[src/rtl/rv_fetch_pkg.sv]
// Shared types and constants for the instruction-fetch stage.
package rv_fetch_pkg;

  typedef enum logic [1:0] {
    FS_BOOT  = 2'd0,
    FS_RUN   = 2'd1,
    FS_DRAIN = 2'd2
  } fetch_state_t;

  localparam int unsigned INSTR_BYTES = 4;
  localparam logic [31:0] NOP_INSTR   = 32'h0000_0013;

  typedef struct packed {
    logic [31:0] pc;
    logic [31:0] instr;
  } fetch_entry_t;

endpackage

[src/rtl/fetch_fifo.sv]
// Small synchronous FIFO with flush; used for prefetched words and in-order request PCs.
module fetch_fifo #(
  parameter int  DEPTH = 2,
  parameter type T     = logic [31:0]
) (
  input  logic                   clk,
  input  logic                   rst_n,
  input  logic                   push,
  input  T                       push_data,
  input  logic                   pop,
  input  logic                   flush,
  output T                       head,
  output logic [$clog2(DEPTH):0] count,
  output logic                   empty,
  output logic                   full
);

  localparam int AW = $clog2(DEPTH);

  T              mem_r [DEPTH];
  logic [AW-1:0] wr_ptr_r;
  logic [AW-1:0] rd_ptr_r;
  logic [AW:0]   count_r;
  logic          push_ok_s;
  logic          pop_ok_s;

  // A push into a full FIFO is accepted only when the head leaves in the same cycle.
  always_comb begin
    pop_ok_s  = pop && (count_r != '0);
    push_ok_s = push && ((count_r != (AW+1)'(DEPTH)) || pop_ok_s);
  end

  // Entry storage.
  always_ff @(posedge clk or negedge rst_n) begin
    if (!rst_n) begin
      for (int i = 0; i < DEPTH; i++) mem_r[i] <= '0;
    end else if (push_ok_s && !flush) begin
      mem_r[wr_ptr_r] <= push_data;
    end
  end

  // Pointers and occupancy; flush wins over push and pop.
  always_ff @(posedge clk or negedge rst_n) begin
    if (!rst_n) begin
      wr_ptr_r <= '0;
      rd_ptr_r <= '0;
      count_r  <= '0;
    end else if (flush) begin
      wr_ptr_r <= '0;
      rd_ptr_r <= '0;
      count_r  <= '0;
    end else begin
      if (push_ok_s) wr_ptr_r <= wr_ptr_r + AW'(1);
      if (pop_ok_s)  rd_ptr_r <= rd_ptr_r + AW'(1);
      case ({push_ok_s, pop_ok_s})
        2'b10:   count_r <= count_r + (AW+1)'(1);
        2'b01:   count_r <= count_r - (AW+1)'(1);
        default: count_r <= count_r;
      endcase
    end
  end

  assign head  = mem_r[rd_ptr_r];
  assign count = count_r;
  assign empty = (count_r == '0);
  assign full  = (count_r == (AW+1)'(DEPTH));

endmodule

[src/rtl/instr_fetch_unit.sv]
// Instruction fetch: PC, imem req/rsp handshake, prefetch FIFO, redirect flush/drain.
// Optional IFU_PERF_CNT_EN adds perf_fetched / perf_flushed counters.
module instr_fetch_unit
  import rv_fetch_pkg::*;
#(
  parameter logic [31:0] RESET_PC   = 32'h0000_0000,
  parameter int          FIFO_DEPTH = 2
) (
  input  logic        clk,
  input  logic        rst_n,
  output logic        imem_req_valid,
  input  logic        imem_req_ready,
  output logic [31:0] imem_req_addr,
  input  logic        imem_rsp_valid,
  input  logic [31:0] imem_rsp_data,
  input  logic        redirect_valid,
  input  logic [31:0] redirect_pc,
  output logic        instr_valid,
  input  logic        instr_ready,
  output logic [31:0] instr,
  output logic [31:0] instr_pc
`ifdef IFU_PERF_CNT_EN
  ,
  output logic [31:0] perf_fetched,
  output logic [31:0] perf_flushed
`endif
);

  localparam int CW = $clog2(FIFO_DEPTH) + 1;

  fetch_state_t  state_r;
  logic [31:0]   pc_r;
  logic [CW-1:0] inflight_r;
  logic [CW-1:0] drop_cnt_r;
  logic [CW-1:0] inflight_next_s;
  logic [CW-1:0] occupancy_s;
  logic          req_fire_s;
  logic          rsp_keep_s;
  logic          rsp_drop_s;
  logic          pop_s;

  fetch_entry_t  data_head_s;
  logic [CW-1:0] data_count_s;
  logic          data_empty_s;
  logic          data_full_s;
  logic [31:0]   tag_head_s;
  logic [CW-1:0] tag_count_s;
  logic          tag_empty_s;
  logic          tag_full_s;
  logic          unused_s;

  fetch_fifo #(.DEPTH(FIFO_DEPTH), .T(fetch_entry_t)) u_data_fifo (
    .clk       (clk),
    .rst_n     (rst_n),
    .push      (rsp_keep_s),
    .push_data ('{pc: tag_head_s, instr: imem_rsp_data}),
    .pop       (pop_s),
    .flush     (redirect_valid),
    .head      (data_head_s),
    .count     (data_count_s),
    .empty     (data_empty_s),
    .full      (data_full_s)
  );

  fetch_fifo #(.DEPTH(FIFO_DEPTH), .T(logic [31:0])) u_tag_fifo (
    .clk       (clk),
    .rst_n     (rst_n),
    .push      (req_fire_s),
    .push_data (pc_r),
    .pop       (rsp_keep_s),
    .flush     (redirect_valid),
    .head      (tag_head_s),
    .count     (tag_count_s),
    .empty     (tag_empty_s),
    .full      (tag_full_s)
  );

  // Issue gating counts in-flight plus buffered words so every response has a FIFO slot.
  always_comb begin
    occupancy_s = inflight_r + data_count_s;
    if (state_r == FS_RUN) begin
      imem_req_valid = !redirect_valid && (occupancy_s < CW'(FIFO_DEPTH)) && !data_full_s;
    end else begin
      imem_req_valid = 1'b0;
    end
    imem_req_addr = pc_r;
    req_fire_s    = imem_req_valid && imem_req_ready;
    rsp_keep_s    = imem_rsp_valid && (drop_cnt_r == '0) && !redirect_valid;
    rsp_drop_s    = imem_rsp_valid && !rsp_keep_s;
    pop_s         = !data_empty_s && instr_ready && !redirect_valid;
    case ({req_fire_s, imem_rsp_valid})
      2'b10:   inflight_next_s = inflight_r + CW'(1);
      2'b01:   inflight_next_s = inflight_r - CW'(1);
      default: inflight_next_s = inflight_r;
    endcase
  end

  // Decode side sees the FIFO head; zero while empty.
  always_comb begin
    instr_valid = !data_empty_s;
    if (data_empty_s) begin
      instr    = 32'h0000_0000;
      instr_pc = 32'h0000_0000;
    end else begin
      instr    = data_head_s.instr;
      instr_pc = data_head_s.pc;
    end
  end

  // Fetch FSM, PC and in-flight bookkeeping; a redirect always takes precedence.
  always_ff @(posedge clk or negedge rst_n) begin
    if (!rst_n) begin
      state_r    <= FS_BOOT;
      pc_r       <= RESET_PC;
      inflight_r <= '0;
      drop_cnt_r <= '0;
    end else begin
      inflight_r <= inflight_next_s;
      if (redirect_valid) begin
        pc_r       <= {redirect_pc[31:2], 2'b00};
        drop_cnt_r <= inflight_next_s;
        state_r    <= (inflight_next_s != '0) ? FS_DRAIN : FS_RUN;
      end else begin
        if (req_fire_s) pc_r <= pc_r + 32'(INSTR_BYTES);
        if (rsp_drop_s) drop_cnt_r <= drop_cnt_r - CW'(1);
        case (state_r)
          FS_BOOT:  state_r <= FS_RUN;
          FS_RUN:   state_r <= FS_RUN;
          FS_DRAIN: begin
            if ((drop_cnt_r == '0) || (rsp_drop_s && (drop_cnt_r == CW'(1)))) state_r <= FS_RUN;
            else state_r <= FS_DRAIN;
          end
          default:  state_r <= FS_BOOT;
        endcase
      end
    end
  end

`ifdef IFU_PERF_CNT_EN
  // Fetched = FIFO pushes; flushed = entries cleared by redirect plus discarded responses.
  always_ff @(posedge clk or negedge rst_n) begin
    if (!rst_n) begin
      perf_fetched <= 32'h0000_0000;
      perf_flushed <= 32'h0000_0000;
    end else begin
      perf_fetched <= perf_fetched + (rsp_keep_s ? 32'd1 : 32'd0);
      perf_flushed <= perf_flushed + (redirect_valid ? 32'(data_count_s) : 32'd0)
                                   + (rsp_drop_s ? 32'd1 : 32'd0);
    end
  end
`endif

  assign unused_s = ^{redirect_pc[1:0], tag_count_s, tag_empty_s, tag_full_s};

endmodule
[config.mk]
export PLATFORM = sky130hd
export DESIGN_NAME = instr_fetch_unit
export DESIGN_NICKNAME = d
export VERILOG_FILES = /design/src/rtl/rv_fetch_pkg.sv /design/src/rtl/fetch_fifo.sv /design/src/rtl/instr_fetch_unit.sv
export SDC_FILE = /design/constraint.sdc
export NUM_CORES = 1
export LEC_CHECK = 0
export ABC_AREA = 1
export BUFFER_PORTS_ARGS = -buffer_cell sky130_fd_sc_hd__buf_4
export CAP_MARGIN = 20
export CORE_AREA = 8 8 145 147
export CTS_BUF_LIST = sky130_fd_sc_hd__clkbuf_8
export CTS_CLUSTER_SIZE = 14
export DETAILED_ROUTE_END_ITERATION = 7
export DIE_AREA = 0 0 153 155
export HOLD_SLACK_MARGIN = 0.02
export PLACE_DENSITY = 0.81
export RECOVER_POWER = 50
export SETUP_SLACK_MARGIN = 0.15
export SLEW_MARGIN = 0
export SYNTH_ARGS = -nofsm -noshare
export SYNTH_HDL_FRONTEND = slang
export SYNTH_SLANG_ARGS = --single-unit
[constraint.sdc]
create_clock -name clk -period 2.45 [get_ports clk]
set_clock_uncertainty 0.05 [all_clocks]
set_input_delay 0.49 -clock clk [delete_from_list [all_inputs] [get_ports clk]]
set_output_delay 0.49 -clock clk [all_outputs]
set_load 0.02 [all_outputs]
==> summary.txt, run 1 <==
Number of CTS-inserted buffers: 37
Avg Inst Size Synth: 8.04 sq um
Max cap viols: 0
Die Area: 23700 sq um
Synth Area in Compound Gates: 13.9%
Main synth FF type: dfrtp_1
Antenna violations before repair: 0
Reg2Reg Depth: 12
PD cells: 1170 nW/um^2
Slew HR: 4.80%
DP HPWL: 19600 microns
Total track usage: 24.8%
DR WL/cell: 17.8 microns
Largest family of logic cells by synthesized area: simple AND/OR/NAND/NOR gates
Number of global-route vias before repair: 9733
I/O Buffers: 161
Synth Area in Adders: 0.463%
CP max stage cell: dfrtp_2
Pre-antenna DRT Iters: 6
Core area: 19000 sq um
HP Start: redirect_pc[11]
Layout area overhead: 26.5%
Gr ovfl total: 0
Simple-Gate Fraction of Synth Area: 20.7%
Cell area after layout: 13700 sq um
Final Max Slew Viols: 0
Largest net degree at the start of global routing: 65
First-pass GRT wire length: 48400 microns
Worst Setup End Kind: output port
Initial DRC Count: 808
CP required: 1910 ps
Leak pwr: 6.81 nW
Sinks on Clock Net: 228
Crit Path Category: flop to output port
Worst vdd ir: 0.508 mV
CP startpoint kind: flop
DR DRC count: 0
Yosys top cell by area: dfrtp_1
Antenna diodes: 0
#FFs+latches synth: 228
Top post-synthesis cells by area: dfrtp_1 (53%), nand2_1 (16%), o21ai_0 (8.0%)
CP arrival: 1800 ps
CTS root buf: clkbuf_8
IO Pins: 168
CTS tree: built
# setup viols final: 0
GP Congestion: 0.976
Asr flop ratio synth: 100%
Number of routed nets with antenna violations: 0
R2R Path Start: u_data_fifo.count[1]$_DFFE_PN0P_
Synth top cells by count: nand2_1 (462), dfrtp_1 (228), o21ai_0 (174)
Vias: 10000
Final worst path period need: 2340 ps
Drt total wl: 31900 microns
H-tree levels: 2
XOR/XNOR Fraction of Synth Area: 1.46%
Final nets: 1598
Hold path cells: 3
Mux cell area share after synthesis: 3.12%
Warnings from Yosys: 0
Final period utilization: 95.5%
Min-Delay Endpoint: imem_req_addr[11]$_DFFE_PN0N_
Actual slew at the worst max-slew pin: 1430 ps
Die height: 155 microns
Reg-to-Reg End: u_tag_fifo.mem_r[51]$_DFFE_PN0P_
Fmax: 427 MHz
Via density: 5.61
Layout cells sized above 1: 21.1%
Count leader, synth: nand2_1
Mapped Cells: 1345
Status: complete, no violations
Crit Path Max Fanout: 12
Distinct cells, synth: 35
Synth top area share: 52.7%
Final hold vios: 0
EDFF count, synth: 0
Clock Path Buffers: 3
RSZ-0062 raised after global routing: yes
Sequential share of the synthesized area: 52.7%
Cells along the critical path: buf_12 > clkinvlp_4 > clkbuf_16 > nand2_1 > a21oi_1 > buf_4
Slowest stage delay, CP: 420 ps
Mapped Area: 10800 sq um
Row cnt: 51
Placed Area: 12400 sq um
Starting Density: 57.1%
Total negative slack: 0 ps
Clk slew on worst S/H paths: 60 ps
Hold Crit Class: input pin to flop
Worst-Skew Late Latency: 520 ps
Final core area utilization: 72.2%
Die X: 153 microns
R2r setup slk: 210 ps
Pwr Total: 16.0 mW
Filler cells: 1389
registers in the layout, indices dropped and copies added, names as in the netlist:
signal                cells
u_data_fifo.mem_r       124
drop_cnt_r                2
inflight_r                2
u_data_fifo.count         2
u_data_fifo.rd_ptr_r      1
u_tag_fifo.mem_r         60
u_data_fifo.wr_ptr_r      1
u_tag_fifo.rd_ptr_r       1
u_tag_fifo.count          2
imem_req_addr            30
u_tag_fifo.wr_ptr_r       1
state_r                   2
where the power goes:
part / switching, mW / internal (mW) / total, mW
Clock: 1.51 / 2.09 / 3.60
Sequential: 0.893 / 5.19 / 6.09
Combinational: 3.83 / 2.53 / 6.36
through the flow:
stage               setup slack, ps  std cells  hold slack (ps)
global placement                318       1702              384
finish                          110       1788              132
global route                   17.0       1788              136
CTS                            99.9       1777              110
detailed placement              170       1702              386
floorplan                       342       1348              144
worst max-delay path, delay by kind of cell (launching register included):
kind            cells  cell delay [ps]
buf+inv             4              620
simple gates        1               70
compound gates      1              150
flops               1              420
cell families (layout without fill, tap and decap cells):
kind of cell | Yosys count | after routing
other | 1 | 4
buffers and inverters | 209 | 411
muxes | 30 | 30
and+or+nand+nor | 567 | 567
adders and majority gates | 4 | 4
AOI/OAI and AO/OA | 288 | 288
DFF | 228 | 228
xor gates and xnor gates | 18 | 18
per-layer routing:
layer	wire length [microns]	track usage (%)	up-vias	share of wire (%)
li1	-	-	4655	-
met1	12800	32.0	4793	40
met2	15300	40.9	498	48
met3	2550	5.46	90	8.0
met4	1260	8.81	0	4.0
met5	0	0	-	0
layout by cell type (no fill, tap or decap), types with 23 or more instances in the layout:
master,count
nand3_1,35
nor2_1,40
inv_1,135
o21ai_0,145
o21ai_1,30
nand2_1,460
buf_4,142
a21oi_1,44
a21oi_2,23
dfrtp_1,227
clkbuf_8,52
clkbuf_1,30
o21ai_2,23
timing repair:
action                                  4_1_cts  5_1_grt
endpoints found under the setup margin       59       97
gates resized for setup                      16      102
hold buffers                                  1        0
buffers inserted                              7        5
pin swaps                                     0        5
cloned                                        2        6
hold endpoints to repair                     49        0
area by class of cell:
class                   instances  area, sq um  area share, %
clock buffers                  52          716           5.23
multi-input cells             911         4540           33.2
well taps                     238          298           2.18
inverters                     135          518           3.78
repair buffers                211         1800           13.2
clock inverters                13          111          0.814
flip-flops and latches        228         5710           41.7
how the worst max path moves through the flow:
stage,startpoint,endpoint,slack [ps],cells after the start
2_1_floorplan,redirect_valid,state_r[1]$_DFF_PN0_,340,11
3_3_place_gp,redirect_valid,state_r[1]$_DFF_PN0_,320,11
3_5_place_dp,redirect_valid,state_r[1]$_DFF_PN0_,170,11
4_1_cts,u_data_fifo.count[1]$_DFFE_PN0P_,instr_pc[27],100,6
5_1_grt,u_data_fifo.count[1]$_DFFE_PN0P_,u_tag_fifo.mem_r[60]$_DFFE_PN0P_,20,13
6_report,u_data_fifo.rd_ptr_r$_DFFE_PN0P_,instr[25],110,6
Note: power is estimated with default switching activity, not from simulation.
==> inputs of run 2 (changes only) <==
--- a/config.mk
+++ b/config.mk
@@ -6,7 +6,7 @@
 export NUM_CORES = 1
 export LEC_CHECK = 0
 export ABC_AREA = 1
-export BUFFER_PORTS_ARGS = -buffer_cell sky130_fd_sc_hd__buf_4
+export BUFFER_PORTS_ARGS = -buffer_cell sky130_fd_sc_hd__clkbuf_2
 export CAP_MARGIN = 20
 export CORE_AREA = 8 8 145 147
 export CTS_BUF_LIST = sky130_fd_sc_hd__clkbuf_8
@@ -14,6 +14,7 @@
 export DETAILED_ROUTE_END_ITERATION = 7
 export DIE_AREA = 0 0 153 155
 export HOLD_SLACK_MARGIN = 0.02
+export MAX_ROUTING_LAYER = met4
 export PLACE_DENSITY = 0.81
 export RECOVER_POWER = 50
 export SETUP_SLACK_MARGIN = 0.15
==> summary.txt, run 2 (synthesized netlist as in run 1, its figures left out) <==
H-tree levels: 2
IO Pins: 168
Number of CTS-inserted buffers: 38
Worst vdd ir: 0.437 mV
Slew HR: 23.1%
Final period utilization: 94.7%
DR WL/cell: 16.6 microns
Crit Path Category: flop to output port
Total track usage: 24.5%
Antenna diodes: 0
Die Area: 23700 sq um
Initial DRC Count: 793
Layout cells sized above 1: 16.8%
Die height: 155 microns
Commonest cells after routing, fill and taps aside: nand2_1 (462), dfrtp_1 (227), o21ai_0 (168)
First-pass GRT wire length: 46600 microns
CTS root buf: clkbuf_8
Filler cells: 1518
Hold path cells: 3
Pre-CTS setup slack: 243 ps
Final nets: 1587
Reg2Reg Depth: 11
Core area: 19000 sq um
Antenna violations before repair: 0
GP Congestion: 0.995
RSZ-0062 raised after global routing: yes
I/O Buffers: 161
Largest net degree at the start of global routing: 81
DP HPWL: 18800 microns
Leak pwr: 6.61 nW
Number of routed nets with antenna violations: 0
Row cnt: 51
Worst Setup End Kind: output port
CP startpoint kind: flop
Area of the multi-input gates: 4360 sq um
Layout area overhead: 19.5%
CTS tree: built
WHS: 116 ps
Clock Path Buffers: 3
DR DRC count: 0
HP Start: redirect_pc[30]
CP required: 1910 ps
Largest register FFs: 124
Final worst path period need: 2320 ps
Number of global-route vias before repair: 9398
Sinks on Clock Net: 228
Status: complete, no violations
Total negative slack: 0 ps
Register area: 5710 sq um
Commonest non-fill, non-tap cell in the layout: nand2_1
Most flops, register: u_data_fifo.mem_r
Fmax: 431 MHz
Worst-Skew Late Latency: 540 ps
Pre-antenna DRT Iters: 5
Final hold vios: 0
R2r setup slk: 260 ps
Drt total wl: 29600 microns
Vias: 9751
CP arrival: 1780 ps
Clk slew on worst S/H paths: 60 ps
Fin worst setup slack: 129 ps
Die X: 153 microns
Reg-to-Reg End: imem_req_addr[11]$_DFFE_PN0N_
Gr ovfl total: 0
PD cells: 1150 nW/um^2
Hold Crit Class: input pin to flop
R2R Path Start: u_data_fifo.count[1]$_DFFE_PN0P_
Via density: 5.48
Min-Delay Endpoint: imem_req_addr[30]$_DFFE_PN0N_
Actual slew at the worst max-slew pin: 1150 ps
Crit Path Max Fanout: 23
Max cap viols: 0
# setup viols final: 0
Final Max Slew Viols: 0
Starting Density: 57.1%
## run 2: worst max-delay path by stage
stage | startpoint | depth (start not counted) | endpoint | slack [ps]
2_1_floorplan | redirect_valid | 11 | state_r[1]$_DFF_PN0_ | 340
3_5_place_dp | redirect_valid | 11 | state_r[1]$_DFF_PN0_ | 240
3_3_place_gp | redirect_valid | 11 | state_r[1]$_DFF_PN0_ | 300
6_report | u_data_fifo.rd_ptr_r$_DFFE_PN0P_ | 4 | instr_pc[22] | 130
5_1_grt | u_data_fifo.count[1]$_DFFE_PN0P_ | 6 | instr_pc[14] | 50
4_1_cts | u_data_fifo.rd_ptr_r$_DFFE_PN0P_ | 5 | instr[18] | 120
## run 2: area by class of cell
| cell class | instances | share of cell area, % |
|---|---|---|
| Timing Repair Buffer | 199 | 9.96 |
| Tap cell | 238 | 2.30 |
| Clock inverter | 23 | 1.17 |
| Clock buffer | 45 | 4.79 |
| Sequential cell | 228 | 44.1 |
| Inverter | 135 | 3.98 |
| Multi-Input combinational cell | 911 | 33.7 |
## run 2: per-layer routing
layer  up-vias  global-route usage, %  part of all wire [%]
met1      4668                   32.5                    44
li1       4642                      -                     -
met3        48                   4.72                   6.5
met5         -                      -                     0
met2       393                   37.6                    47
met4         0                   7.92                   2.2
## run 2: timing repair
item / 4_1_cts / 5_1_grt
setup buffers: 3 / 0
resized for setup: 20 / 69
gates cloned: 1 / 5
endpoints found under the setup margin: 62 / 89
hold buffers: 1 / 0
hold endpoints to repair: 40 / 0
## run 2: metrics by stage
step	cell area [sq um]	power, mW	std cells	utilization, %
global placement	11900	10.7	1701	62.8
detailed placement	11900	10.9	1701	62.8
CTS	12800	14.6	1774	67.6
global route	12900	15.9	1779	68.2
floorplan	10800	9.23	1348	-
finish	12900	14.9	1779	68.2
## run 2: power breakdown
part | leakage (nW) | switching, mW | internal (mW)
Combinational | 3.27 | 3.48 | 2.01
Sequential | 2.89 | 0.810 | 5.19
Clock | 0.459 | 1.53 | 1.89
Total | 6.61 | 5.82 | 9.09
## run 2: worst max-delay path, cell delays in order, from the launching register on
cell and delay, ps:
dfrtp_2 460, buf_12 160, clkbuf_16 200, a21oi_1 200, clkbuf_2 230
